<file path="src/rtl/sram_arbiter_pkg.sv">
// sram_arbiter_pkg: shared types and segment constants for the SRAM arbiter
package sram_arbiter_pkg;
  typedef logic [31:0] vaddr_t;
  typedef logic [31:0] paddr_t;
  typedef enum logic [1:0] {RESP_NONE, RESP_INST, RESP_DATA} resp_e;
  localparam logic [3:0] SEG_KSEG0_0 = 4'h8;
  localparam logic [3:0] SEG_KSEG0_1 = 4'h9;
  localparam logic [3:0] SEG_KSEG1_0 = 4'hA;
  localparam logic [3:0] SEG_KSEG1_1 = 4'hB;
endpackage

</file>
<file path="src/rtl/sram_arbiter_xlate.sv">
// addr_xlate: folds kseg0/kseg1 virtual addresses onto physical space; vaddr_i in, paddr_o out
module addr_xlate
  import sram_arbiter_pkg::*;
#(
  parameter bit XLATE_EN = 1'b1
) (
  input  vaddr_t vaddr_i,
  output paddr_t paddr_o
);
  logic [3:0] seg;
  logic       unmapped;
  always_comb begin
    seg      = vaddr_i[31:28];
    unmapped = seg inside {SEG_KSEG0_0, SEG_KSEG0_1, SEG_KSEG1_0, SEG_KSEG1_1};
    // low bit of the segment selects physical segment 0 or 1
    paddr_o  = (XLATE_EN && unmapped) ? {3'b000, seg[0], vaddr_i[27:0]} : vaddr_i;
  end
endmodule

</file>
<file path="src/rtl/sram_arbiter.sv">
// sram_arbiter: shares one synchronous SRAM port between an inst and a data requester
//   i_*/d_*  : requester handshakes (valid/addr_ok in, data_ok/rdata one cycle later)
//   sram_*   : SRAM port, rdata valid one cycle after sram_en
//   conflict_cnt : cycles in which both requesters were valid
module sram_arbiter
  import sram_arbiter_pkg::*;
#(
  parameter bit PRIO_MODE = 1'b0,
  parameter bit XLATE_EN  = 1'b1
) (
  input  logic        clk,
  input  logic        resetn,
  input  logic        i_valid,
  input  logic [31:0] i_addr,
  output logic        i_addr_ok,
  output logic        i_data_ok,
  output logic [31:0] i_rdata,
  input  logic        d_valid,
  input  logic [31:0] d_addr,
  input  logic [3:0]  d_strobe,
  input  logic [31:0] d_wdata,
  output logic        d_addr_ok,
  output logic        d_data_ok,
  output logic [31:0] d_rdata,
  output logic        sram_en,
  output logic [3:0]  sram_wen,
  output logic [31:0] sram_addr,
  output logic [31:0] sram_wdata,
  input  logic [31:0] sram_rdata,
  output logic [31:0] conflict_cnt
);
  resp_e       state_q, state_d;
  logic        fav_d_q, fav_d_d;
  logic [31:0] cnt_q, cnt_d;
  logic        conflict, grant_i, grant_d;
  paddr_t      i_paddr, d_paddr;
  addr_xlate #(.XLATE_EN(XLATE_EN)) u_xlate_i (.vaddr_i(i_addr), .paddr_o(i_paddr));
  addr_xlate #(.XLATE_EN(XLATE_EN)) u_xlate_d (.vaddr_i(d_addr), .paddr_o(d_paddr));
  always_ff @(posedge clk or negedge resetn) begin
    if (!resetn) begin
      state_q <= RESP_NONE;
      fav_d_q <= 1'b0;
      cnt_q   <= '0;
    end else begin
      state_q <= state_d;
      fav_d_q <= fav_d_d;
      cnt_q   <= cnt_d;
    end
  end
  // resetn gates grants so nothing is accepted while reset is held
  always_comb begin
    conflict = resetn && i_valid && d_valid;
    grant_d  = resetn && d_valid && (!i_valid || PRIO_MODE || fav_d_q);
    grant_i  = resetn && i_valid && !grant_d;
    state_d  = grant_i ? RESP_INST : grant_d ? RESP_DATA : RESP_NONE;
    // the loser of a conflict is favoured next time
    fav_d_d  = conflict ? grant_i : fav_d_q;
    cnt_d    = cnt_q + {31'd0, conflict};
  end
  always_comb begin
    i_addr_ok    = grant_i;
    d_addr_ok    = grant_d;
    sram_en      = grant_i || grant_d;
    sram_wen     = grant_d ? d_strobe : 4'h0;
    sram_addr    = grant_d ? d_paddr : i_paddr;
    sram_wdata   = grant_d ? d_wdata : 32'h0;
    i_data_ok    = state_q == RESP_INST;
    d_data_ok    = state_q == RESP_DATA;
    i_rdata      = i_data_ok ? sram_rdata : 32'h0;
    d_rdata      = d_data_ok ? sram_rdata : 32'h0;
    conflict_cnt = cnt_q;
  end
endmodule

</file>
<file path="config.mk">
export PLATFORM = sky130hd
export DESIGN_NAME = sram_arbiter
export DESIGN_NICKNAME = d
export VERILOG_FILES = /design/src/rtl/sram_arbiter_pkg.sv /design/src/rtl/sram_arbiter_xlate.sv /design/src/rtl/sram_arbiter.sv
export SDC_FILE = /design/constraint.sdc
export NUM_CORES = 1
export LEC_CHECK = 0
export BUFFER_PORTS_ARGS = -buffer_cell sky130_fd_sc_hd__buf_4
export CAP_MARGIN = 10
export CELL_PAD_IN_SITES_DETAIL_PLACEMENT = 1
export CELL_PAD_IN_SITES_GLOBAL_PLACEMENT = 2
export CORE_MARGIN = 2
export CORE_UTILIZATION = 15
export CTS_BUF_LIST = sky130_fd_sc_hd__clkbuf_8
export DETAILED_ROUTE_END_ITERATION = 12
export PLACE_DENSITY_LB_ADDON = 0.1
export SETUP_SLACK_MARGIN = 0.4
export SLEW_MARGIN = 10
export SYNTH_ARGS = -nofsm -noshare
export SYNTH_HDL_FRONTEND = slang
export SYNTH_SLANG_ARGS = --single-unit
</file>
<file path="constraint.sdc">
create_clock -name clk -period 1.8 [get_ports clk]
set_input_delay 0.09 -clock clk [delete_from_list [all_inputs] [get_ports clk]]
set_output_delay 0.09 -clock clk [all_outputs]
set_load 0.01 [all_outputs]
</file>
==> results by group, run 1 <==
Run status
  • Status: finished clean

Synthesis
  • Asr flop ratio synth: 100%
  • Synthesis Warnings: 0
  • Sequential area share after synthesis: 32.5%
  • #FFs+latches synth: 35
  • Top_reg_cell synth: dfrtp_1
  • EDFF count, synth: 0
  • Synth cell count leaders: and2_1 (101), dfrtp_1 (35), mux2_2 (30)
  • Synthesized area: 0.00270 mm2
  • Main area contributors after synthesis: dfrtp_1 (32%), and2_1 (23%), mux2_2 (13%)
  • Yosys top cell area share: 32.5%
  • Synth Instances: 298
  • Largest area contributor in the netlist: dfrtp_1
  • Mapped Nets: 437
  • Unique masters post-synth: 29
  • Synthesized area per cell: 9.05 um2
  • Most common cell in the synthesized netlist: and2_1

Placed design
  • GPL Wtd Cong: 0.790
  • Post-DP HPWL: 11700 um
  • Place WS: 24.4 ps
  • PortBufs: 304
  • Inst Count DP: 835

Clocking
  • Root buf cell: clkbuf_8
  • H-tree depth: 2
  • CTS tree: yes
  • Clock tree buffer depth: 2
  • Worst-Skew Late Latency: 300 ps
  • CTS clock-pin slew for the worst setup and hold paths: 70 ps
  • Number of CTS-inserted buffers: 5
  • CTS Sinks: 35

GRT
  • Total GRT Usage: 14.4%
  • Initial antenna violation count: 1
  • First-pass GRT wire length: 21700 um
  • Vias in the first global route: 3704
  • Pin count of the biggest net entering global routing: 38
  • GRT overflow: 0

Route
  • ANT nets after route: 0
  • WL final: 15800 um
  • Vias: 3639
  • Wire per inst: 17.9 um
  • Initial DRC Count: 35
  • DRC violations left: 0
  • Vias/cell: 4.13
  • TritonRoute pass-1 iters: 4

Floorplanning
  • Row count: 49
  • # IOs: 305
  • Initial core utilization: 15.2%
  • Core area: 0.0178 mm2
  • Die Span X: 138 um
  • Die ar.: 0.0191 mm2
  • Die height: 138 um

Worst setup path
  • Crit path launch type: flop
  • WS Path Type: flop to flop
  • RR Endpoint: conflict_cnt[26]
  • CP arrival: 1950 ps
  • Critical path peak fanout: 4
  • Reg2Reg Depth: 6
  • Worst Setup End Kind: flop
  • R2R Setup Slk: 80 ps
  • R2r startpoint: conflict_cnt[0]
  • Req. time, crit path: 2020 ps

Finish
  • Fin cells: 882
  • Share of layout cells above drive strength 1: 82.7%
  • Area grow syn2layout: 160%
  • Nets: 792
  • Ant. Diodes: 0

Min path
  • WHS Path Cells: 3
  • HP Class: primary input to flop
  • Hold Path Origin: i_valid
  • Hold Path End: state_q[1]

STA
  • Final min period: 1720 ps
  • Final WS setup: 77.5 ps
  • WHS: 126 ps
  • RSZ-0062 raised after global routing: true
  • Worst Tran Pin Value: 524 ps
  • Worst Skew: 9.73 ps
  • Setup-failing EPs final: 0
  • Final Slew Violations: 0
  • Fmax: 0.581 GHz
  • Slew headroom: 65.0%
  • Final Hold Vio Count: 0
  • Period utilization: 95.7%

Power and ir drop
  • PD cells: 484 mW/mm2
  • Total power: 3.40 mW
  • Max IR drop VDD: 244 uV
  • Clock network power share: 17.7%
  • Leakage: 3.64 nW
  • Sequential Power Share: 28.2%
  • Logic pwr share: 54.1%
  • Switching power: 1.10 mW
  • Switching part of the total: 32.3%
  • Int Power: 2.30 mW

Run
  • Max-Cap Viols: 0
-- state kept, by name, indices dropped and copies added (netlist names) --
name and count:
conflict_cnt 32, state_q 2, fav_d_q 1
-- power by group through the flow --
stage | sequential (mW) | clock (mW) | combinational [mW]
floorplan | 0.976 | 0 | 0.454
global placement | 0.956 | 0 | 1.29
detailed placement | 0.968 | 0 | 1.30
CTS | 0.963 | 0.622 | 1.43
global route | 0.971 | 0.664 | 1.95
finish | 0.959 | 0.602 | 1.84
-- layout make-up --
type / instances / area, um2
clock buffers: 6 / 82.6
clock inverters: 1 / 5.00
fillers: 2009 / 10800
inverters: 8 / 30.0
multi-input cells: 241 / 2360
flip-flops and latches: 35 / 886
well taps: 229 / 287
repair buffers: 362 / 3370
-- cells by family (layout without fill, tap and decap cells) --
kind of cell             Yosys count  after routing  synth area share [%]
AND/OR/NAND/NOR                  171            171                  39.1
flip-flops                        35             35                  32.5
XOR/XNOR                          31             31                  10.1
multiplexers                      30             30                  12.5
buffers and inverters             22            377                  3.20
AO/OA/AOI/OAI                      6              6                  1.21
adder cells (fa/ha/maj)            3              3                  1.39
-- metal layers --
| layer | GRT usage, % | wire [um] |
|---|---|---|
| met5 | 0 | 10 |
| met4 | 2.09 | 194 |
| met3 | 4.99 | 1190 |
| met2 | 29.0 | 9040 |
| met1 | 14.3 | 5330 |
-- critical path, cell delays in order, from the launching register on --
cell and delay [ps]:
dfrtp_1 400, ha_4 170, ha_4 150, nand4_1 130
or4_4 520, nor3_4 150, xor2_1 150
-- worst max path at each step --
| stage | slack (ps) | startpoint | endpoint |
|---|---|---|---|
| after global routing | -50 | conflict_cnt[0] | conflict_cnt[26] |
| after CTS | 70 | conflict_cnt[2] | conflict_cnt[31] |
| after global placement | 50 | i_valid | conflict_cnt[16] |
| after detailed placement | 20 | i_valid | conflict_cnt[24] |
| final | 80 | conflict_cnt[0] | conflict_cnt[26] |
| after floorplan | 160 | conflict_cnt[0] | conflict_cnt[26] |
-- metrics by stage --
stage	setup TNS (ps)	util [%]	cell area, um2
after global placement	0	30.7	5460
after CTS	0	33.0	5860
after global routing	-56.4	39.5	7020
after floorplan	0	-	2790
after detailed placement	0	30.7	5460
final	0	39.5	7020
-- timing repair --
action / CTS / global route
pin swaps: 8 / 49
setup endpoints to repair: 156 / 161
setup buffers: 15 / 12
cloned: 2 / 8
hold endpoints to repair: 35 / 10
resized for setup: 33 / 257
-- placed cells by master (no fill, tap or decap), drive strengths merged, types with 3 or more instances in the layout --
master / synthesis / layout
nor4: 6 / 6
and2: 101 / 101
clkbuf: 11 / 13
xor2: 18 / 18
nand3: 11 / 11
buf: 3 / 353
ha: 3 / 3
nand4: 7 / 7
and3: 3 / 3
xnor2: 13 / 13
or2: 3 / 3
mux2: 30 / 30
dfrtp: 35 / 35
nor3: 7 / 7
inv: 8 / 8
nand2: 14 / 14
o21ai: 3 / 3
nor2: 9 / 9
or4: 4 / 4
(Power assumes the default switching activity.)
==> run 2, diff against run 1 <==
- clock period: 1.8 -> 1.5 ns (I/O delays scaled with it)
==> run 2 against run 1 <==
Against the previous run: the run now ends with hold timing, setup timing left; core utilization increased by 3.1 points; sequential cell count stayed put; cell count rose by 5.1%; hold slack worse by 240 ps; combinational power is 43% higher; worst setup slack lost 290 ps; die area did not move; critical path depth unchanged; non-clock buffer count is 44 higher; clock skew decreased by 4.5 ps; critical path type unchanged.
==> results by group, run 2 (synthesis gave the netlist of run 1 again) <==
Placed design
  • Place WS: -263 ps
  • PortBufs: 304
  • GPL Wtd Cong: 0.868
  • Post-DP HPWL: 13100 um

Clocking
  • Clock tree buffer depth: 2
  • Number of CTS-inserted buffers: 5
  • Worst-Skew Late Latency: 290 ps
  • Root buf cell: clkbuf_8
  • CTS Sinks: 35
  • H-tree depth: 2
  • CTS tree: yes
  • CTS clock-pin slew for the worst setup and hold paths: 70 ps

STA
  • Final WS setup: -216 ps
  • WHS: -117 ps
  • RSZ-0062 raised after global routing: true
  • Final min period: 1720 ps
  • Total negative setup slack: -14000 ps
  • Setup-failing EPs final: 121
  • Period utilization: 114%
  • Worst Tran Pin Value: 352 ps
  • Fmax: 0.583 GHz
  • Worst Skew: 5.24 ps
  • Final Hold Vio Count: 35
  • Final Slew Violations: 0
  • Slew headroom: 76.5%

Floorplanning
  • # IOs: 305
  • Die Span X: 138 um
  • Die height: 138 um
  • Row count: 49
  • Core area: 0.0178 mm2
  • Die ar.: 0.0191 mm2
  • Initial core utilization: 15.2%

Worst setup path
  • Crit path cell chain: ha_4, ha_4, nand4_1, or4_4, nor3_2, xnor2_1
  • Worst Setup End Kind: flop
  • Req. time, crit path: 1710 ps
  • CP arrival: 1930 ps
  • Critical path peak fanout: 4
  • CP max stage delay: 500 ps
  • Slowest cell on the critical path: or4_4
  • R2R Setup Slk: -220 ps
  • Crit path launch type: flop
  • WS Path Type: flop to flop
  • R2r startpoint: conflict_cnt[0]
  • CP most frequent cell: ha_4
  • CP startpoint: conflict_cnt[0]

GRT
  • Initial antenna violation count: 0
  • Total GRT Usage: 17.0%
  • GRT overflow: 0
  • Vias in the first global route: 3979
  • Pin count of the biggest net entering global routing: 38
  • First-pass GRT wire length: 25200 um

Route
  • ANT nets after route: 0
  • Initial DRC Count: 54
  • Vias: 3782
  • TritonRoute pass-1 iters: 4
  • Wire per inst: 18.8 um
  • Vias/cell: 4.08
  • DRC violations left: 0
  • WL final: 17400 um

Finish
  • Nets: 836
  • Most frequent cells in the layout: buf_4 (247), buf_6 (132), and2_4 (62)
  • Area grow syn2layout: 181%
  • Max reg flops: 32
  • Share of layout cells above drive strength 1: 80.7%
  • Commonest non-fill, non-tap cell in the layout: buf_4
  • Ant. Diodes: 0
  • Register area: 888 um2
  • Filler Cell Count: 1974
  • Multi-input gate area: 0.00234 mm2

Run
  • Max-Cap Viols: 0

Power and ir drop
  • PD cells: 586 mW/mm2
  • Leakage: 3.92 nW
  • Max IR drop VDD: 764 uV

Min path
  • HP Class: primary input to asynchronous set/reset pin

Run status
  • Status: finished, violations left
  • Failing checks: hold timing, setup timing
run 2: cell count changes in the layout (fill, tap and decap cells not counted), sizes merged:
cell         before  now
buf             353  403
clkbuf           13    8
dlygate4sd3       2    0
inv               8   10
run 2: area by class of cell:
cell class / count / share of cell area, %
Timing Repair Buffer: 406 / 52.1
Multi-Input combinational cell: 241 / 30.9
Sequential cell: 35 / 11.7
Tap cell: 229 / 3.79
Clock buffer: 5 / 0.910
Inverter: 8 / 0.397
Clock inverter: 3 / 0.165
run 2: path summary, 6_finish.rpt:
path | to | cells past startpoint
max | conflict_cnt[28] | 6
min reg2reg | conflict_cnt[31] | 1
min in group clk | state_q[1] | 3
min | fav_d_q | 3
max in group asynchronous | conflict_cnt[8] | 3
max reg2reg | conflict_cnt[28] | 6
run 2: what timing repair did:
item,4_1_cts,5_1_grt
endpoints found under the hold margin,35,35
resized for setup,148,112
pin swaps,45,50
gates cloned,9,4
endpoints found under the setup margin,176,178
setup buffers,16,22
run 2: routing by layer:
layer,up-vias,global-route usage [%],wire length [um]
met4,0,4.19,413
met5,-,0,0
met1,1836,19.2,6430
li1,1783,-,-
met3,22,3.33,859
met2,141,32.4,9740
run 2: per-stage QoR:
| step | instance area (um2) | total power [mW] | utilization [%] | instances |
|---|---|---|---|---|
| after floorplan | 2980 | 1.82 | - | 298 |
| after global placement | 5890 | 2.86 | 33.1 | 868 |
| after detailed placement | 5890 | 2.87 | 33.1 | 868 |
| after CTS | 6910 | 4.07 | 38.8 | 901 |
| after global routing | 7570 | 4.67 | 42.6 | 927 |
| final | 7570 | 4.43 | 42.6 | 927 |
run 2: power by group:
group	internal [mW]	total [mW]	switching [mW]	leakage, nW
clock	0.313	0.661	0.349	0.0505
combinational	1.67	2.63	0.956	3.44
sequential	1.03	1.14	0.107	0.436
total	3.02	4.43	1.41	3.92
run 2: worst max-delay path: cells and delay by family (launching register included):
| kind | cells | cell delay [ps] |
|---|---|---|
| simple gates | 3 | 790 |
| flops | 1 | 400 |
| fa+ha+maj | 2 | 310 |
| xor+xnor | 1 | 140 |
==> run 3, diff against run 2 <==
- ABC_AREA: not set -> 1
- CORE_UTILIZATION: 15 -> 14
- SETUP_SLACK_MARGIN: 0.4 -> not set
==> run 3 against run 2 <==
Against the previous run: the run ends with hold timing left; sequential power is essentially flat; first-iteration DRC count grew 89%; routed wire length shrank 9.4%; core utilization shrank 14 points; clock power grew 6.8%; cell count grew 22%; largest power group unchanged; hold slack gained 7.8 ps.
==> results by group, run 3 <==
STA
  • Slew headroom: 66.3%
  • Period utilization: 99.9%
  • Fmax: 0.668 GHz
  • Setup-failing EPs final: 0
  • Final WS setup: 2.09 ps
  • Final min period: 1500 ps
  • Final Slew Violations: 0
  • Worst Skew: 8.87 ps
  • Worst Tran Pin Value: 505 ps
  • RSZ-0062 raised after global routing: true
  • WHS: -109 ps
  • Total negative setup slack: 0 ps
  • Final Hold Vio Count: 35

Clocking
  • Root buf cell: clkbuf_8
  • Clock tree buffer depth: 2
  • CTS Sinks: 35
  • CTS clock-pin slew for the worst setup and hold paths: 80 ps
  • Worst-Skew Late Latency: 300 ps
  • Number of CTS-inserted buffers: 5
  • H-tree depth: 2
  • CTS tree: yes

GRT
  • GRT overflow: 0
  • Total GRT Usage: 13.0%
  • Met1 Use GR: 13.7%
  • Initial antenna violation count: 0
  • Met3 Use GR: 4.39%
  • Met2 Usage GRT: 25.5%
  • Pin count of the biggest net entering global routing: 37
  • Vias in the first global route: 4585
  • Most Crowded Layer GR: met2
  • First-pass GRT wire length: 24300 um

Route
  • Initial DRC Count: 102
  • ANT nets after route: 0
  • Wire per inst: 14.0 um
  • Vias/cell: 3.82
  • TritonRoute pass-1 iters: 4
  • DRC violations left: 0
  • Vias: 4326
  • WL final: 15800 um

Synthesis
  • Synth Instances: 525
  • Most common cell in the synthesized netlist: nand2_1
  • Yosys top cell area share: 28.6%
  • Asr flop ratio synth: 100%
  • #FFs+latches synth: 35
  • Synthesis Warnings: 0
  • Largest area contributor in the netlist: dfrtp_1
  • Mapped Nets: 664
  • Unique masters post-synth: 21
  • Main area contributors after synthesis: dfrtp_1 (29%), nand2_1 (23%), nor2_1 (16%)
  • Synthesized area: 0.00306 mm2
  • Synthesized area per cell: 5.83 um2
  • Top_reg_cell synth: dfrtp_1
  • Sequential area share after synthesis: 28.6%
  • EDFF count, synth: 0
  • Synth cell count leaders: nand2_1 (185), nor2_1 (130), inv_1 (98)

Floorplanning
  • # IOs: 305
  • Die Span X: 152 um
  • Die height: 152 um
  • Row count: 54
  • Core area: 0.0216 mm2
  • Die ar.: 0.0231 mm2
  • Initial core utilization: 14.2%

Placed design
  • Place WS: -207 ps
  • Inst Count DP: 1114
  • Post-DP HPWL: 13000 um
  • PortBufs: 304
  • GPL Wtd Cong: 0.776

Finish
  • Area grow syn2layout: 104%
  • Ant. Diodes: 0
  • Multi-input gate area: 0.00190 mm2
  • Share of layout cells above drive strength 1: 47.1%
  • Nets: 991
  • Most frequent cells in the layout: buf_4 (319), nand2_1 (171), nor2_1 (119)
  • Commonest non-fill, non-tap cell in the layout: buf_4
  • Max reg flops: 32
  • Filler Cell Count: 2791
  • Register area: 878 um2
  • Fin cells: 1133

Run status
  • Status: finished, violations left
  • Failing checks: hold timing

Power and ir drop
  • Max IR drop VDD: 243 uV
  • PD cells: 592 mW/mm2
  • Total power: 3.70 mW
  • Leakage: 3.78 nW

Worst setup path
  • Critical path peak fanout: 6
  • CP startpoint: fav_d_q
  • CP arrival: 1420 ps
  • Req. time, crit path: 1420 ps
  • WS Path Type: flop to output pin
  • R2r startpoint: conflict_cnt[0]
  • Worst Setup End Kind: output pin
  • Crit path launch type: flop

Run
  • Max-Cap Viols: 0

Min path
  • HP Class: primary input to asynchronous set/reset pin
[run 3: layout make-up]
class | count | share of cell area, %
clock inverters | 3 | 0.260
multi-input cells | 376 | 30.3
inverters | 98 | 6.00
well taps | 280 | 5.60
flip-flops and latches | 35 | 14.0
clock buffers | 5 | 1.10
repair buffers | 336 | 42.7
[run 3: worst max-delay path, stage by stage (launching register included)]
cell	delay, ps
dfrtp_1	370
inv_2	80
nand2_4	70
nand2_8	130
buf_12	130
nand2_1	60
o22ai_1	150
buf_4	140
[run 3: worst paths after layout]
| path | endpoint | slack, ps | cells past startpoint |
|---|---|---|---|
| min in group clk | fav_d_q | 110 | 3 |
| hold reg to reg | conflict_cnt[10] | 520 | 1 |
| setup / recovery | sram_addr[31] | 2 | 7 |
| max in group asynchronous | conflict_cnt[11] | 1220 | 2 |
| setup reg to reg | conflict_cnt[20] | 20 | 9 |
| hold / removal | conflict_cnt[26] | -110 | 2 |
[run 3: power breakdown]
part | switching [mW] | total [mW] | internal, mW
clock | 0.387 | 0.706 | 0.318
sequential | 0.0954 | 1.12 | 1.02
combinational | 0.882 | 1.88 | 1.00
[run 3: stage by stage]
step,utilization (%),area [um2]
floorplan,-,3080
global placement,27.0,5830
detailed placement,27.0,5830
CTS,27.9,6040
global route,28.9,6260
finish,28.9,6260
[run 3: routing by layer]
metal  vias up  wire length (um)
met2       172              8580
li1       2146                 -
met3         7              1370
met4         0                92
met5         -                 0
met1      2001              5770
[run 3: kinds of logic (layout without fill, tap and decap cells)]
kind of cell / count (synthesis) / count (layout) / share of synthesized area, %
xor+xnor: 16 / 16 / 5.31
compound gates: 4 / 4 / 0.776
fa+ha+maj: 3 / 3 / 1.23
simple gates: 353 / 353 / 49.9
buf+inv: 114 / 442 / 14.2
flops: 35 / 35 / 28.6
[run 3: timing repair]
item                       CTS  global route
pin swaps                    2            15
hold endpoints to repair    35            35
setup endpoints to repair   80            93
setup buffers                3             6
gates resized for setup     17            47
cloned                       2             1
